## src/rtl/fetch_sequencer.sv

```systemverilog
// rtl/fetch_sequencer.sv - program counter / instruction register sequencer alternating FETCH and EXEC; optional halt detection under FETCH_HALT_DETECT_EN
module fetch_sequencer #(
    parameter int PC_WIDTH = 8,
    parameter int RESET_PC = 0
) (
    input  logic                clk,
    input  logic                resetBar,
    input  logic [7:0]          romData,
    input  logic [7:0]          busIn,
    input  logic                doJump,
    input  logic                stall,
    output logic [PC_WIDTH-1:0] romAddr,
    output logic [PC_WIDTH-1:0] pc,
    output logic [7:0]          ir,
    output logic                phase,
    output logic                execEnable,
    output logic                immValid,
    output logic [PC_WIDTH-1:0] instrAddr,
    output logic                halted
);

    localparam logic [PC_WIDTH-1:0] L_RESET_PC = PC_WIDTH'(RESET_PC);
    localparam logic S_FETCH = 1'b0;
    localparam logic S_EXEC  = 1'b1;

    logic                r_phase;
    logic                w_phase_next;
    logic [PC_WIDTH-1:0] r_pc;
    logic [PC_WIDTH-1:0] r_instr_addr;
    logic [7:0]          r_ir;
    logic [PC_WIDTH-1:0] w_pc_next;
    logic [PC_WIDTH-1:0] w_pc_inc;
    logic [PC_WIDTH-1:0] w_jump_target;
    logic                w_halted;
    logic                w_frozen;
    logic                w_imm_operand;

    // The jump target is the bus byte resized to the PC width.
    generate
        if (PC_WIDTH == 8) begin : g_tgt_eq
            assign w_jump_target = busIn;
        end else if (PC_WIDTH > 8) begin : g_tgt_wide
            assign w_jump_target = {{(PC_WIDTH-8){1'b0}}, busIn};
        end else begin : g_tgt_narrow
            assign w_jump_target = busIn[PC_WIDTH-1:0];
        end
    endgenerate

    assign w_pc_inc      = r_pc + PC_WIDTH'(1);
    assign w_frozen      = stall | w_halted;
    assign w_imm_operand = (r_ir[2:0] == 3'd0);

`ifdef FETCH_HALT_DETECT_EN
    logic r_halted;
    logic w_halt_set;

    // A jump to the instruction's own address means the program has parked itself.
    assign w_halt_set = (r_phase == S_EXEC) & ~w_frozen & doJump
                        & (w_jump_target == r_instr_addr);

    // Sticky halt flag; only reset clears it.
    always_ff @(posedge clk or negedge resetBar) begin
        if (!resetBar) begin
            r_halted <= 1'b0;
        end else if (w_halt_set) begin
            r_halted <= 1'b1;
        end
    end

    assign w_halted = r_halted;
`else
    assign w_halted = 1'b0;
`endif

    // Phase state register.
    always_ff @(posedge clk or negedge resetBar) begin
        if (!resetBar) begin
            r_phase <= S_FETCH;
        end else begin
            r_phase <= w_phase_next;
        end
    end

    // Next phase: toggle every cycle unless stalled or halted.
    always_comb begin
        w_phase_next = r_phase;
        if (!w_frozen) begin
            case (r_phase)
                S_FETCH: w_phase_next = S_EXEC;
                default: w_phase_next = S_FETCH;
            endcase
        end
    end

    // Next PC: FETCH always steps; EXEC prefers a jump, then skips a consumed immediate.
    always_comb begin
        w_pc_next = r_pc;
        if (r_phase == S_FETCH) begin
            w_pc_next = w_pc_inc;
        end else if (doJump) begin
            w_pc_next = w_jump_target;
        end else if (w_imm_operand) begin
            w_pc_next = w_pc_inc;
        end
    end

    // PC, instruction register and fetch address; all frozen while stalled or halted.
    always_ff @(posedge clk or negedge resetBar) begin
        if (!resetBar) begin
            r_pc         <= L_RESET_PC;
            r_ir         <= 8'h00;
            r_instr_addr <= L_RESET_PC;
        end else if (!w_frozen) begin
            if (r_phase == S_FETCH) begin
                r_ir         <= romData;
                r_instr_addr <= r_pc;
            end
            r_pc <= w_pc_next;
        end
    end

    // Outputs; execEnable gates every architectural side effect in the decoder.
    always_comb begin
        romAddr    = r_pc;
        pc         = r_pc;
        ir         = r_ir;
        phase      = r_phase;
        instrAddr  = r_instr_addr;
        halted     = w_halted;
        execEnable = r_phase & ~stall & ~w_halted;
        immValid   = r_phase & ~stall & ~w_halted & w_imm_operand;
    end

endmodule

```

## config.mk

```make
export PLATFORM = sky130hd
export DESIGN_NAME = fetch_sequencer
export DESIGN_NICKNAME = d
export VERILOG_FILES = /design/src/rtl/fetch_sequencer.sv
export SDC_FILE = /design/constraint.sdc
export NUM_CORES = 1
export LEC_CHECK = 0
export CAP_MARGIN = 15
export CORE_UTILIZATION = 37
export DETAILED_ROUTE_END_ITERATION = 6
export PLACE_DENSITY = 0.81
export SLEW_MARGIN = 20
export SYNTH_ARGS = -nofsm -noshare
export SYNTH_HDL_FRONTEND = slang
export SYNTH_SLANG_ARGS = --single-unit
```

## constraint.sdc

```tcl
create_clock -name clk -period 3.6 [get_ports clk]
set_clock_uncertainty 0.1 [all_clocks]
set_input_delay 0.36 -clock clk [delete_from_list [all_inputs] [get_ports clk]]
set_output_delay 0.36 -clock clk [all_outputs]
set_load 0.005 [all_outputs]
```

**Word-level counts from Yosys, hierarchy flattened**

Index checks and enable logic that the tools add are counted.

- Add/sub/neg operators: 1
- Equal/unequal tests: 1
- Multiplexer cells: 4
- Bitwise logic cells: 4
- Reduce and logical (&&, ||, !) cells: 3

Operators with widths:

| kind | number |
|---|---|
| 2-to-1 mux 8 bit | 3 |
| adder 8 x 1 -> 8 bit (second input constant) | 1 |
| AND reduction 2 bit | 2 |
| logical NOT 3 bit | 1 |
| inequality test 3 x 2 -> 1 bit (second input constant) | 1 |
| bitwise AND 1 bit | 2 |
| NOT 1 bit | 2 |
| 2-to-1 mux 1 bit | 1 |

- Bits in registers: 25
- Input port bits: 20
- Logic and storage cells: 17

**Longest topological paths before layout**

Gate-level depths: netlist of the first run.

- Depth after elaboration: 4
- Depth in mapped cells: 6

**Worst setup path after synthesis of the first run**

OpenSTA, ideal clock, no wires.

- Path type: reg2reg
- Start: register r_phase, in the netlist phase
- End: register r_ir[0], in the netlist ir[0]
- Arrival time: 1.340 ns
- Data required time: 3.375 ns
- Setup slack: 2.035 ns
- Cell stages (with the launch flop): 5
- Clock period less this slack: 1.565 ns
- Path through: dfrtp_1 clkbuf_2 nor2_2 buf_4 mux2_2

- Cells in the longest elaborated chain, start to end: 2

Ends and longest elaborated chain:

| item | line | text |
|---|---|---|
| start: declaration | 26 | `logic r_phase;` |
| start signal: assignment | 80 | `r_phase <= w_phase_next;` |
| NOT 1 bit (no line) | n/a |  |
| AND reduction 2 bit (no line) | n/a |  |
| end signal: assignment | 115 | `r_ir <= romData;` |
| end: declaration | 30 | `logic [7:0] r_ir;` |

No other way between the ends.
A chain may end at the register's enable or synchronous reset.

**Worst setup path in the final report of the first run**

- Start: register r_ir[1], in the netlist ir[1]
- End: output port immValid

- Cells in the longest elaborated chain, start to end: 2

Ends and longest elaborated chain:

| item | line | text |
|---|---|---|
| logical NOT 3 bit | 51 | `assign w_imm_operand = (r_ir[2:0] == 3'd0);` |
| bitwise AND 1 bit | 131 | `immValid = r_phase & ~stall & ~w_halted & w_imm_operand;` |
| end: declaration | 17 | `output logic immValid,` |

No other way between the ends.

==> reports/results.ini, run 1 <==
[clocking]
tritoncts=done
cts_hold_buffers=0
cts-root-buf=clkbuf_4
cts_inserted_buffers=3
clockBufferDepth=2
numClockSinks=25
clk_pin_slew_ns=0.14
post-cts-setup-buffers=0
cts_resized=0
htree_levels=1
clock_latency_ns=0.31

[sta]
min_period_ns=2.32
final-hold-violation-count=0
slew-limit-headroom_pct=48.0
max_freq_mhz=430
worst_slack_ns=1.28
period_share_pct=64.6
finalSetupViolations=0
setup_tns_ns=0
rsz0062_at_grt=no
finalMaxSlewViolations=0
worst_slew_pin_slew_ns=0.780
hold-worst-slack_ns=0.429

[floorplan]
dieArea_um2=3630
die_w_um=60.2
dieHeight_um=60.2
start_util_pct=40.1
pin_count=56
core_um2=3130
rows=20

[placement]
io_buffers=54
dp_hpwl_um=1980
dpl_cell_area_um2=1750
dp_worst_setup_slack_ns=1.37
gp_routability_congestion=0.741

[worst_setup_path]
crit_type=flop to output pin
cp_max_fo=3
worstSetupEndpointType=output pin
start_kind=flop
cp.required_ns=3.14
cp.arrival_ns=1.86

[logic_synthesis]
avgSynthCellArea_um2=11.8
synthesis.area_um2=1250
yosysSeqAreaShare_pct=49.9
ys_top_cells_by_area=dfrtp_1, mux2_2, buf_4, nand2_1, a21oi_2
yosys_most_used_dff=dfrtp_1
synth_cell_type_count=33
synth_seq_cells=25
yosys.area.top_type=dfrtp_1
synthArstFlopShare_pct=100
yosysMostFrequentCell=dfrtp_1
synth_top_area_share_pct=49.9
syn-num-nets=127
synthCells=106
synthTopCellsByCount=dfrtp_1, mux2_2, buf_4, nand2_1, o21ai_0
yosys_warnings=0
synth_edf_count=0

[drt]
routed.top_layer=met4
routed_via_density=4.98
antenna_left=0
vias=976
drc=0
first_pass_iters=4
wl_met2_um=1350
wl_met1_um=1170
wl_per_cell_um=13.7
routed-wl-met3_um=146
totalWireLength_um=2690
drtIter0Drc=56

[layout]
drive_above_1_share_pct=21.7
fin_area_um2=1790
antenna_cells=0
layout.nets=174
area_growth_syn_to_layout_pct=42.6

[power]
power_leakage_nw=0.702
ir_drop_mv=0.326
finalPower_mw=1.47
powerDensity_nw_per_um2=822

[worst_hold_path]
hold_path_class=flop to flop

[global_route]
first_global_vias=919
grt_pass1_wl_um=4310
grt_util_all_layers_pct=15.7
grt-ovfl-total=0
grt_max_degree=26
antenna_found_initial=0

[job]
cap_violations=0

[run_status]
status=finished clean

-- path summary, 6_finish.rpt --
check | start | to | slack, ns | cells past startpoint
max in group asynchronous | resetBar | instrAddr[3] | 2.58 | 2
min in group asynchronous | resetBar | pc[2] | 0.45 | 2
hold reg to reg | instrAddr[6] | instrAddr[6] | 0.43 | 1
setup reg to reg | ir[1] | pc[3] | 1.70 | 4
hold / removal | instrAddr[6] | instrAddr[6] | 0.43 | 1
setup / recovery | ir[1] | immValid | 1.28 | 3
-- where the power goes --
| part | switching, mW | total [mW] | internal, mW |
|---|---|---|---|
| Combinational | 0.257 | 0.772 | 0.515 |
| Sequential | 0.151 | 0.571 | 0.420 |
| Clock | 0.0848 | 0.127 | 0.0423 |
| Total | 0.493 | 1.47 | 0.977 |
-- layout make-up --
type | instances | area, um^2
clock buffer | 3 | 22.5
clock inverter | 1 | 7.51
fill | 282 | 1340
inverter | 2 | 7.51
multi-input combinational | 66 | 524
sequential | 25 | 626
tap | 44 | 55.1
timing repair buffer | 55 | 546
-- cell usage in the layout (no fill, tap or decap), types with 2 or more instances in the layout --
master	netlist	routed
clkdlybuf4s50_1	0	53
dfrtp_1	25	25
mux2_2	16	16
nand2_1	10	10
o21ai_0	5	5
nand3_1	4	4
a21oi_2	4	4
o22ai_1	3	3
clkbuf_4	0	3
nor2_2	2	2
inv_1	2	2
and3_1	2	2
a21oi_1	2	2
-- metal layers --
metal	global-route usage, %	vias up
li1	-	458
met1	20.6	481
met2	27.0	35
met3	1.08	2
met4	5.98	0
met5	0	-
-- kinds of logic after synthesis --
logic type,Yosys count,share of synthesized area (%)
flip-flops,25,49.9
AO/OA/AOI/OAI,24,15.6
AND/OR/NAND/NOR,22,9.08
multiplexers,17,15.2
buffers and inverters,15,8.28
adder cells (fa/ha/maj),1,0.998
other,1,0.299
XOR/XNOR,1,0.699
-- critical path: stages (launching register included) --
cell	delay (ns)
dfrtp_1	0.43
or3_4	0.42
nor3b_1	0.19
clkdlybuf4s50_1	0.52
-- sequential cells by signal, indices dropped and copies added, names as in the netlist --
register and count:
instrAddr 8, ir 8, pc 8, phase 1
-- through the flow --
step	util (%)	std cells
detailed placement	56.0	191
global placement	56.0	191
floorplan	-	106
global route	57.2	196
finish	57.2	196
CTS	57.0	195
Note: power is estimated with default switching activity, not from simulation.
==> inputs of run 2 (changes only) <==
clock period = 2.35 ns   (was 3.6 ns; I/O delays follow)
==> run 2 against run 1 <==
Net effect: non-clock buffer count grew 3; via count decreased by 0.31%; final cell count up 1.5%; highest routed layer unchanged; global-route usage down 0.074 points; sequential cell count unchanged.
==> reports/results.ini, run 2 (same netlist as run 1, synthesis figures left out) <==
[clocking]
cts_hold_buffers=0  ; unchanged
cts-root-buf=clkbuf_4
tritoncts=done
cts_resized=0  ; unchanged
clockBufferDepth=2  ; unchanged
post-cts-setup-buffers=0  ; unchanged
cts_inserted_buffers=3  ; unchanged
htree_levels=1  ; unchanged
clk_pin_slew_ns=0.13  ; about the same
clock_latency_ns=0.31  ; about the same
numClockSinks=25  ; unchanged

[placement]
gp_routability_congestion=0.725  ; -2.1%
io_buffers=54  ; unchanged
dp.cells=195  ; +2.1%
dp_hpwl_um=2010  ; +1.6%

[worst_setup_path]
reg2reg_from=ir[1]
regToRegSetupSlack_ns=0.63  ; -1.07 ns
cp.required_ns=2.02  ; -1.12 ns
timing.rr.end=pc[6]
crit_type=flop to output pin
ff2ff_path_depth=5  ; +1
cp_max_fo=3  ; unchanged
start_kind=flop
cp.arrival_ns=1.84  ; -0.02 ns
worstSetupEndpointType=output pin

[sta]
max_freq_mhz=460
setup_tns_ns=0  ; unchanged
final-hold-violation-count=0  ; unchanged
rsz0062_at_grt=no
period_share_pct=92.5
min_period_ns=2.17
finalSetupViolations=0  ; unchanged
finalMaxSlewViolations=0  ; unchanged

[global_route]
first_global_vias=1017  ; +11%
antenna_found_initial=0  ; unchanged
grt_pass1_wl_um=4280  ; -0.65%
grt-ovfl-total=0  ; unchanged
grt_util_all_layers_pct=15.7  ; -0.074 points
grt_max_degree=26  ; unchanged

[layout]
final_cell_mix=clkdlybuf4s50_1, dfrtp_1, mux2_2
drive_above_1_share_pct=22.6  ; +0.87 points
final_cells=199  ; +1.5%
layout.nets=177  ; +1.7%
final_common_cell=clkdlybuf4s50_1
fillCellCount=280  ; -0.71%
antenna_cells=0  ; unchanged
area_growth_syn_to_layout_pct=44.3

[drt]
totalWireLength_um=2680  ; -0.67%
routed_via_density=4.89  ; -1.8%
wl_per_cell_um=13.4  ; -2.2%
antenna_left=0  ; unchanged
drtIter0Drc=37  ; -34%
vias=973  ; -0.31%
first_pass_iters=4  ; unchanged
drc=0  ; unchanged

[power]
seq_power_share_pct=38.7  ; about the same
p_sw_uw=744  ; +51%
swShare_pct=32.9  ; -0.59 points
power_leakage_nw=0.719  ; +2.4%
pwr-share-comb_pct=53.1  ; +0.6 points
p_int_mw=1.52  ; +55%
p_clk_share_pct=8.2  ; -0.4 points
ir_drop_mv=0.532  ; +63%
powerDensity_nw_per_um2=1250  ; +52%

[floorplan]
pin_count=56  ; unchanged
start_util_pct=40.1  ; unchanged
dieHeight_um=60.2  ; unchanged
dieArea_um2=3630  ; unchanged
rows=20  ; unchanged
core_um2=3130  ; unchanged
die_w_um=60.2  ; unchanged

[job]
cap_violations=0  ; unchanged

[worst_hold_path]
hold_path_class=primary input to async pin

[run_status]
status=finished clean

==> run 2: critical path, cell delays in order (launching register included) <==
cell	delay, ns
dfrtp_1	0.42
or3_4	0.41
nor3b_1	0.19
clkdlybuf4s50_1	0.52
==> run 2: area by class of cell <==
| class | instances | area [um^2] | share of cell area, % |
|---|---|---|---|
| well taps | 44 | 55.1 | 3.04 |
| multi-input cells | 66 | 524 | 29.0 |
| inverters | 2 | 7.51 | 0.415 |
| flip-flops and latches | 25 | 626 | 34.6 |
| repair buffers | 58 | 571 | 31.5 |
| clock buffers | 4 | 26.3 | 1.45 |
==> run 2: worst max-delay path by stage <==
stage / startpoint / to / slack [ns] / cells after the start
6_report: ir[1] / immValid / 0.18 / 3
5_1_grt: ir[1] / immValid / 0.06 / 3
4_1_cts: ir[1] / immValid / 0.13 / 3
3_5_place_dp: stall / immValid / 0.46 / 3
3_3_place_gp: stall / immValid / 0.47 / 3
2_1_floorplan: phase / ir[0] / 0.78 / 4
==> run 2: power by group through the flow <==
| stage | logic, mW | registers, mW | clock network [mW] |
|---|---|---|---|
| 2_1_floorplan | 0.618 | 0.844 | 0 |
| 5_1_grt | 1.30 | 0.908 | 0.223 |
| 3_3_place_gp | 1.19 | 0.863 | 0 |
| 4_1_cts | 1.22 | 0.877 | 0.198 |
| 3_5_place_dp | 1.21 | 0.887 | 0 |
| 6_report | 1.20 | 0.874 | 0.185 |
==> run 2: per-stage QoR <==
step	setup WS, ns	area (um^2)	hold WS (ns)	util [%]	power (mW)
floorplan	0.785	1250	-0.161	-	1.46
global placement	0.469	1780	0.391	57.0	2.05
detailed placement	0.465	1780	0.395	57.0	2.10
CTS	0.133	1810	0.175	57.8	2.29
global route	0.0625	1810	0.192	57.8	2.43
finish	0.175	1810	0.177	57.8	2.26
==> run 2: layer usage <==
metal	global-route usage (%)	up-vias	share of wire, %
met5	0	-	0
met4	9.63	0	1.6
met3	1.52	4	4.5
met2	26.4	35	49
met1	19.1	466	45
li1	-	468	-
